**config.mk**
```make
export PLATFORM = sky130hd
export DESIGN_NAME = ahblite_slave_mux
export DESIGN_NICKNAME = d
export VERILOG_FILES = /design/src/rtl/ahblite_slave_mux.sv
export SDC_FILE = /design/constraint.sdc
export NUM_CORES = 1
export LEC_CHECK = 0
export CORE_AREA = 5 5 84 86
export CTS_CLUSTER_DIAMETER = 100
export DETAILED_ROUTE_END_ITERATION = 6
export DIE_AREA = 0 0 89 91
export PLACE_DENSITY_LB_ADDON = 0.05
export SYNTH_ARGS = -nofsm -noshare
export SYNTH_HDL_FRONTEND = slang
export SYNTH_SLANG_ARGS = --single-unit
```
**constraint.sdc**
```tcl
create_clock -name HCLK -period 6.65 [get_ports HCLK]
set_clock_uncertainty 0.1 [all_clocks]
set_input_delay 1.33 -clock HCLK [delete_from_list [all_inputs] [get_ports HCLK]]
set_output_delay 1.33 -clock HCLK [all_outputs]
set_load 0.1 [all_outputs]
```
**src/rtl/ahblite_slave_mux.sv**
```systemverilog
// AHB-Lite response-side mux: registers the decoder select at the address-phase
// boundary and returns the selected slave's ready/resp/rdata. Unmapped transfers go to a built-in default slave.

module ahblite_slave_mux_lane (
    input  logic        sel,
    input  logic        readyout,
    input  logic        resp,
    input  logic [31:0] rdata,
    output logic        lane_ready,
    output logic        lane_resp,
    output logic [31:0] lane_rdata
);

    assign lane_ready = sel & readyout;
    assign lane_resp  = sel & resp;
    assign lane_rdata = {32{sel}} & rdata;

endmodule

module ahblite_slave_mux #(
    parameter int NPORT    = 5,
    parameter int ERRCNT_W = 8
) (
    input  logic                  HCLK,
    input  logic                  HRESET,
    input  logic [1:0]            HTRANS,
    input  logic [NPORT-1:0]      P_HSEL,
    input  logic [NPORT-1:0]      P_HREADYOUT,
    input  logic [NPORT-1:0]      P_HRESP,
    input  logic [NPORT*32-1:0]   P_HRDATA,
    input  logic                  ERR_CLR,
    output logic                  HREADY,
    output logic                  HRESP,
    output logic [31:0]           HRDATA,
    output logic [ERRCNT_W-1:0]   ERR_CNT
);

    localparam int NONE = NPORT;

    localparam logic [1:0] ST_IDLE = 2'd0;
    localparam logic [1:0] ST_ERR1 = 2'd1;
    localparam logic [1:0] ST_ERR2 = 2'd2;

    logic [NPORT:0]              sel_q;
    logic [NPORT:0]              sel_d;
    logic [1:0]                  state_q;
    logic [1:0]                  state_d;
    logic [ERRCNT_W-1:0]         err_cnt_q;

    logic [NPORT-1:0]            lane_ready;
    logic [NPORT-1:0]            lane_resp;
    logic [NPORT-1:0][31:0]      lane_rdata;
    logic [31:0]                 rdata_or;

    logic                        def_ready;
    logic                        def_resp;
    logic                        unmapped;
    logic                        err_entry;
    logic                        htrans_unused;

    assign htrans_unused = HTRANS[0];

    // Lowest-indexed select wins; no select at all routes to the default slave.
    always_comb begin
        sel_d       = '0;
        sel_d[NONE] = 1'b1;
        for (int k = NPORT - 1; k >= 0; k--) begin
            if (P_HSEL[k]) begin
                sel_d    = '0;
                sel_d[k] = 1'b1;
            end
        end
    end

    always_ff @(posedge HCLK) begin
        if (HRESET) begin
            sel_q       <= '0;
            sel_q[NONE] <= 1'b1;
        end else if (HREADY) begin
            sel_q <= sel_d;
        end
    end

    for (genvar k = 0; k < NPORT; k++) begin : g_lane
        ahblite_slave_mux_lane u_lane (
            .sel        (sel_q[k]),
            .readyout   (P_HREADYOUT[k]),
            .resp       (P_HRESP[k]),
            .rdata      (P_HRDATA[32*k +: 32]),
            .lane_ready (lane_ready[k]),
            .lane_resp  (lane_resp[k]),
            .lane_rdata (lane_rdata[k])
        );
    end

    always_comb begin
        rdata_or = '0;
        for (int k = 0; k < NPORT; k++) begin
            rdata_or = rdata_or | lane_rdata[k];
        end
    end

    // Two-cycle ERROR: first cycle stalls, second completes with resp held.
    assign def_ready = (state_q != ST_ERR1);
    assign def_resp  = (state_q == ST_ERR1) || (state_q == ST_ERR2);

    assign HREADY = (|lane_ready) | (sel_q[NONE] & def_ready);
    assign HRESP  = (|lane_resp)  | (sel_q[NONE] & def_resp);
    assign HRDATA = rdata_or;

    assign unmapped = HREADY & HTRANS[1] & ~(|P_HSEL);

    always_comb begin
        state_d = ST_IDLE;
        case (state_q)
            ST_IDLE: state_d = unmapped ? ST_ERR1 : ST_IDLE;
            ST_ERR1: state_d = ST_ERR2;
            ST_ERR2: state_d = unmapped ? ST_ERR1 : ST_IDLE;
            default: state_d = ST_IDLE;
        endcase
    end

    assign err_entry = (state_d == ST_ERR1) && (state_q != ST_ERR1);

    always_ff @(posedge HCLK) begin
        if (HRESET) begin
            state_q <= ST_IDLE;
        end else begin
            state_q <= state_d;
        end
    end

    // Clear takes priority over a same-cycle increment; count sticks at all-ones.
    always_ff @(posedge HCLK) begin
        if (HRESET || ERR_CLR) begin
            err_cnt_q <= '0;
        end else if (err_entry && (err_cnt_q != {ERRCNT_W{1'b1}})) begin
            err_cnt_q <= err_cnt_q + 1'b1;
        end
    end

    assign ERR_CNT = err_cnt_q;

endmodule

```
After elaboration in Yosys (flattened, before gate mapping)
Index checks and enable logic that the tools add are counted.

Multiplexer cells: 7. Reductions and logical operators: 9. Bitwise gates (word level): 26. Eq/ne operators: 5. Add/sub/neg operators: 1.

Operators with widths (count): bitwise AND 32 bit (5); bitwise OR 32 bit (4); 2-to-1 mux 6 bit (5); OR reduction 5 bit (3); bitwise AND 1 bit (14); adder 8 x 1 -> 8 bit (second input constant) (1); inequality test 8 bit (second input constant) (1); == test 2 x 1 -> 1 bit (second input constant) (2); one-hot mux 2 bit (2 select lines) (1); == test 2 bit (second input constant) (1); logical AND 1 bit (2); logical NOT 2 bit (1); logical OR 1 bit (2); inequality test 2 x 1 -> 1 bit (second input constant) (1); bitwise OR 1 bit (2); OR reduction 2 bit (1); 2-to-1 mux 1 bit (1); NOT 1 bit (1).

Register bits after elaboration: 16. Input port bits: 180.

Longest topological paths before layout
Gate-level depths: netlist of run 1.

Depth after elaboration: 10. Mapped depth: 8.

Cells and area by module
From an unflattened synthesis of run 1, not the netlist that was laid out.

Cell total of the unflattened synthesis: 381. Area, all modules: 2638.8 um2.

By module, submodules not included: ahblite_slave_mux_lane (cells an instance 37, times used 5, area an instance 270.3 um2); ahblite_slave_mux (cells an instance 196, times used 1, area an instance 1287.5 um2).

Worst setup path after synthesis of run 1
No wires, ideal clock.

Kind: input port to output port. From: in P_HREADYOUT[1]. To: out HREADY. Path slack: 2.828 ns. Cell stages on the path: 4. Required time: 5.220 ns. Arrival: 2.392 ns. Cell sequence: a22oi_1 -> and4_1 -> buf_2 -> inv_1.

Word-level cells in the longest chain between the ends: 3.

RTL lines: from (decl) (line 28) `input logic [NPORT-1:0] P_HREADYOUT,`; bitwise AND 1 bit (line 14) `assign lane_ready = sel & readyout;`; OR reduction 5 bit (line 107) `assign HREADY = (|lane_ready) | (sel_q[NONE] & def_ready);`; bitwise OR 1 bit (line 107); to (decl) (line 32) `output logic HREADY,`.

No other way between the ends.

Worst setup path after layout of run 1
Same ends and word-level chain as after synthesis.

==> qor.yml, run 1 <==
placed_design:
  dp_hpwl_mm: 8.53
  io_buffers: 220
  gp_congestion: 0.827
worst_setup_path:
  worstPathRequired_ps: 5220
  cp_slowest_cell: "clkdlybuf4s50_1"
  cp-end-kind: "output port"
  crit_fanout: 20
  startpoint_type: "input pin"
  arrival_ps: 3770
  cp_common_cell: "clkdlybuf4s50_1"
  cpPeakStageDelay_ps: 1030
  worstPathCellList: "clkdlybuf4s50_1 -> a22oi_1 -> and4_1 -> inv_1 -> clkdlybuf4s50_1"
  worstSetupPathType: "in2out"
yosys:
  synth_nets: 412
  synth_area_sq_mm: 0.00170
  synth_area_per_cell_sq_um: 7.49
  synth-edff-count: 0
  seq_area_frac_synth: 0.189
  synth_top_area_share: 0.189
  ys_seq_elements: 16
  yosysTopAreaCell: "a222oi_1"
  synth_flop_cell: "dfxtp_1"
  synth_cell_types: 37
  synthArstFlopShare: 0
  synth_area_leaders: "a222oi_1 19%, dfxtp_1 19%, a22oi_1 16%"
  yosysMostFrequentCell: "nand2_1"
  ys_top_cells_by_count: "46 x nand2_1, 37 x a22oi_1, 32 x a222oi_1"
  netlist_instances: 227
  synth_warnings: 0
route:
  drc: 0
  vias_per_cell: 5.46
  antenna_left: 0
  wire_per_inst_microns: 21.1
  top_layer: "met4"
  route.vias.total: 2772
  drt-initial-drc-count: 184
  first_pass_iters: 6
  wl_met1_mm: 3.93
  dr_wl_met2_mm: 5.42
  dr_wl_met3_mm: 1.21
  wirelength_mm: 10.7
timing:
  fmax_ghz: 0.192
  setup_tns_ps: 0
  tightest_slew_ps: 1020
  max_slew_margin: 0.315
  drv_slew: 0
  whs_ps: 404
  fin_crit_sh: 0.782
  hold_viol_final: 0
  min_period_ps: 5200
  setup_violations: 0
  rsz0062_at_grt: "false"
global_route:
  grt_max_degree: 35
  grt_pass1_vias: 2645
  antenna_found_initial: 0
  grt_pass1_wl_mm: 15.4
  grt_overflow: 0
  grt_usage: 0.244
power:
  clkPwrFrac: 0.158
  vdd_drop_max_mv: 0.102
  internal_power_mw: 0.299
  comb_power_share: 0.664
  p_per_area_mw_per_mm2: 140
  p_sw_mw: 0.261
  cellLeakagePower_nw: 1.48
  seqPwrFrac: 0.178
  swShare: 0.465
floorplan:
  die_area_sq_mm: 0.00810
  initial_core_util: 0.274
  rows: 29
  io_pins: 222
  core_area_sq_mm: 0.00620
  fp.dieW_microns: 89
  die_h_microns: 91
layout:
  syn2layout_area_growth_pct: 135
  antenna_cells: 0
  nets: 617
  drive_above_1_share: 0.0325
  filler_cell_count: 544
min_path:
  min_path_type: "reg2reg"
cts:
  cts_tree: "yes"
  cts_root_buf: "clkbuf_8"
  cts_htree_levels: 1
  clk_latency_ps: 250
  cts_buffers: 3
  path_clk_slew_ps: 60
  cts_resized: 0
  cts_buffer_depth: 2
  cts_hold_buf: 0
  cts.sinks: 16
  cts_setup_buffers: 0
run_status:
  status: "complete, no violations"
run:
  maxCapViolations: 0
-- through the flow --
stage / instance area (sq um) / power (mW) / instances / utilization / worst slack (ps)
6_report: 4000 / 0.560 / 508 / 0.644 / 1450
5_1_grt: 4000 / 0.582 / 508 / 0.644 / 1280
4_1_cts: 4000 / 0.563 / 508 / 0.644 / 1460
3_5_place_dp: 3940 / 0.474 / 504 / 0.635 / 1480
3_3_place_gp: 3940 / 0.472 / 504 / 0.635 / 1480
2_1_floorplan: 1700 / 0.312 / 227 / - / 2830
-- final cells by class --
cell class,count,area (sq um),share of cell area
clock buffers,4,55.1,0.0138
inverters,4,15.0,0.00376
multi-input cells,182,1270,0.318
flip-flops and latches,16,320,0.0802
well taps,77,96.3,0.0241
repair buffers,225,2240,0.561
-- sequential cells by signal, summed over array words and instances, names as in the netlist --
| signal | count |
|---|---|
| ERR_CNT | 8 |
| sel_q | 6 |
| state_q | 2 |
-- cells by family (layout without fill, tap and decap cells) --
logic type,Yosys count,count (layout),synth area share
fa+ha+maj,5,5,0.0368
flops,16,16,0.189
mux,5,5,0.0295
compound gates,86,86,0.414
simple gates,86,86,0.267
buf+inv,29,233,0.0648
-- power groups by stage --
| stage | clock network (mW) | logic, mW | registers [mW] |
|---|---|---|---|
| 5_1_grt | 0.0948 | 0.387 | 0.0999 |
| 2_1_floorplan | 0 | 0.211 | 0.101 |
| 6_report | 0.0884 | 0.372 | 0.0997 |
| 3_3_place_gp | 0 | 0.370 | 0.102 |
| 3_5_place_dp | 0 | 0.372 | 0.102 |
| 4_1_cts | 0.0897 | 0.373 | 0.0998 |
-- final timing paths --
kind         depth (start not counted)               startpoint  slack (ps)                 endpoint
max                                  5           P_HREADYOUT[1]        1450                   HREADY
min                                  2  ERR_CNT[6]$_SDFFE_PP0P_         400  ERR_CNT[6]$_SDFFE_PP0P_
max reg2reg                          5    sel_q[4]$_SDFFE_PP0N_        4350  ERR_CNT[1]$_SDFFE_PP0P_
min reg2reg                          2  ERR_CNT[6]$_SDFFE_PP0P_         400  ERR_CNT[6]$_SDFFE_PP0P_
-- critical path, delay by kind of cell --
family	cells	cell delay, ps
buf+inv	3	1670
simple gates	1	600
compound gates	1	170
-- placed cells by master (no fill, tap or decap), drive strengths merged, types with 3 or more instances in the layout --
cell type | synthesis | layout
a21oi | 8 | 8
or4b | 3 | 3
ha | 5 | 5
clkbuf | 23 | 4
nor2 | 4 | 4
inv | 4 | 4
or3 | 5 | 5
nand2 | 46 | 46
clkdlybuf4s50 | 0 | 220
nor4 | 6 | 6
buf | 2 | 5
mux2i | 5 | 5
nand3 | 4 | 4
a22oi | 37 | 37
dfxtp | 16 | 16
a222oi | 32 | 32
-- layer usage --
layer | vias to the layer above | GRT usage
li1 | 1344 | -
met1 | 1282 | 0.291
met2 | 133 | 0.425
met3 | 13 | 0.0715
met4 | 0 | 0.0546
met5 | - | 0
(Power assumes the default switching activity.)
==> inputs of run 2 (changes only) <==
CORE_AREA = 5 5 87 89   (was 5 5 84 86)
DIE_AREA = 0 0 92 94   (was 0 0 89 91)
clock period = 4.8 ns   (was 6.65 ns; I/O delays follow)
==> run 2 against run 1 <==
Against the previous run:
- total power grew 37%
- clock power is 38% higher
- via count grew 1.9%
- sequential power grew 37%
- non-clock buffer count unchanged
- setup slack got worse by 390 ps
- global-route usage shrank 2.5 points
- die area grew 6.8%
- flip-flop and latch count did not move
- sequential share of layout area is 0.17 points higher
- largest power group unchanged
==> qor.yml, run 2 (synthesis gave the netlist of run 1 again) <==
worst_setup_path:
  r2r_cells: 5
  crit_start: "P_HREADYOUT[1]"
  rrSetupSlack_ps: 2520
  cp_slowest_cell: "and4_1"
  worst-path-buf-inv: 3
  arrival_ps: 2680
  cp-end-kind: "output port"
  cpPeakStageDelay_ps: 600
  path_delay_family: "buffers and inverters"
  worstPathCellList: "clkdlybuf4s50_1 -> a22oi_1 -> and4_1 -> inv_1 -> buf_4"
  rr_startpoint: "state_q[1]$_SDFF_PP0_"
  crit_fanout: 20
  worstPathRequired_ps: 3740
  worstSetupPathType: "in2out"
  startpoint_type: "input pin"
  rr_endpoint: "ERR_CNT[6]$_SDFFE_PP0P_"
floorplan:
  rows: 30
  io_pins: 222
  die_h_microns: 94
  fp.dieW_microns: 92
  initial_core_util: 0.254
  die_area_sq_mm: 0.00865
  core_area_sq_mm: 0.00668
cts:
  clk_latency_ps: 250
  cts_setup_buffers: 0
  cts_htree_levels: 1
  cts_buffers: 3
  cts.sinks: 16
  path_clk_slew_ps: 60
  cts_hold_buf: 0
  cts_buffer_depth: 2
  cts_tree: "yes"
  cts_root_buf: "clkbuf_8"
  cts_resized: 0
global_route:
  grt_overflow: 0
  grt_max_degree: 35
  grt_pass1_vias: 2715
  antenna_found_initial: 0
  grt_usage: 0.219
  grt_pass1_wl_mm: 14.9
layout:
  layout_common_cells: "186 x clkdlybuf4s50_1, 46 x nand2_1, 39 x buf_4"
  layout_commonest_cell: "clkdlybuf4s50_1"
  multi_input_area_sq_mm: 0.00127
  filler_cell_count: 611
  drive_above_1_share: 0.111
  syn2layout_area_growth_pct: 130
  finalNonFillerCells: 511
  largest_reg_flops: 8
  nets: 617
  seqCellArea_sq_um: 320
  antenna_cells: 0
timing:
  max_slew_margin: 0.343
  tightest_slew_ps: 982
  hold_viol_final: 0
  whs_ps: 396
  min_period_ps: 3740
  drv_slew: 0
  setup_tns_ps: 0
  fin_crit_sh: 0.780
  fmax_ghz: 0.267
  rsz0062_at_grt: "false"
  setup_violations: 0
  fin_ws_ps: 1060
min_path:
  min_path_type: "reg2reg"
  holdCritStartpoint: "sel_q[5]$_SDFFE_PP1N_"
  min_to: "sel_q[5]$_SDFFE_PP1N_"
  hold_depth: 1
placed_design:
  dp.cells: 507
  dp_hpwl_mm: 8.45
  place_ws_ps: 1060
  io_buffers: 220
  gp_congestion: 0.818
route:
  wirelength_mm: 10.6
  drt-initial-drc-count: 216
  wire_per_inst_microns: 20.7
  route.vias.total: 2826
  vias_per_cell: 5.53
  first_pass_iters: 6
  antenna_left: 0
  drc: 0
power:
  power_mw: 0.766
  cellLeakagePower_nw: 1.53
  vdd_drop_max_mv: 0.107
  p_per_area_mw_per_mm2: 196
run:
  maxCapViolations: 0
run_status:
  status: "complete, no violations"
run 2: cell count changes in the layout (fill, tap and decap cells not counted), sizes merged:
cell,delta
clkdlybuf4s50,-34
buf,+34
run 2: metrics by stage:
step	instance area, sq um	util
global route	3910	0.586
detailed placement	3860	0.578
CTS	3910	0.586
global placement	3860	0.578
finish	3910	0.586
floorplan	1700	-
run 2: worst max path at each step:
stage                     cells past startpoint      to  slack (ps)
after floorplan                               4  HREADY        1720
after global placement                        5  HREADY        1070
after detailed placement                      5  HREADY        1060
after CTS                                     5  HREADY        1050
after global routing                          5  HREADY         920
final                                         5  HREADY        1060
run 2: cell type report:
type	count	area share
Tap cell	80	0.0256
Timing Repair Buffer	225	0.551
Inverter	4	0.00384
Multi-Input combinational cell	182	0.324
Sequential cell	16	0.0818
Clock buffer	4	0.0141
run 2: power breakdown:
group / leakage [nW] / total (mW) / internal, mW / switching, mW
logic: 1.37 / 0.507 / 0.196 / 0.311
registers: 0.130 / 0.137 / 0.135 / 0.00154
clock network: 0.0288 / 0.122 / 0.0728 / 0.0491
total: 1.53 / 0.766 / 0.404 / 0.362
run 2: worst reg2reg max path: stages, from the launching register on:
cell and delay, ps:
dfxtp_1 350, inv_1 70, ha_1 230, or4b_2 800, or4_1 510, a21oi_1 150
run 2: routing by layer:
metal  share of wire  global-route usage  vias to the layer above
li1                -                   -                     1344
met1            0.37               0.253                     1319
met2            0.53               0.405                      153
met3           0.089              0.0657                       10
met4           0.012              0.0334                        0
met5               0                   0                        -
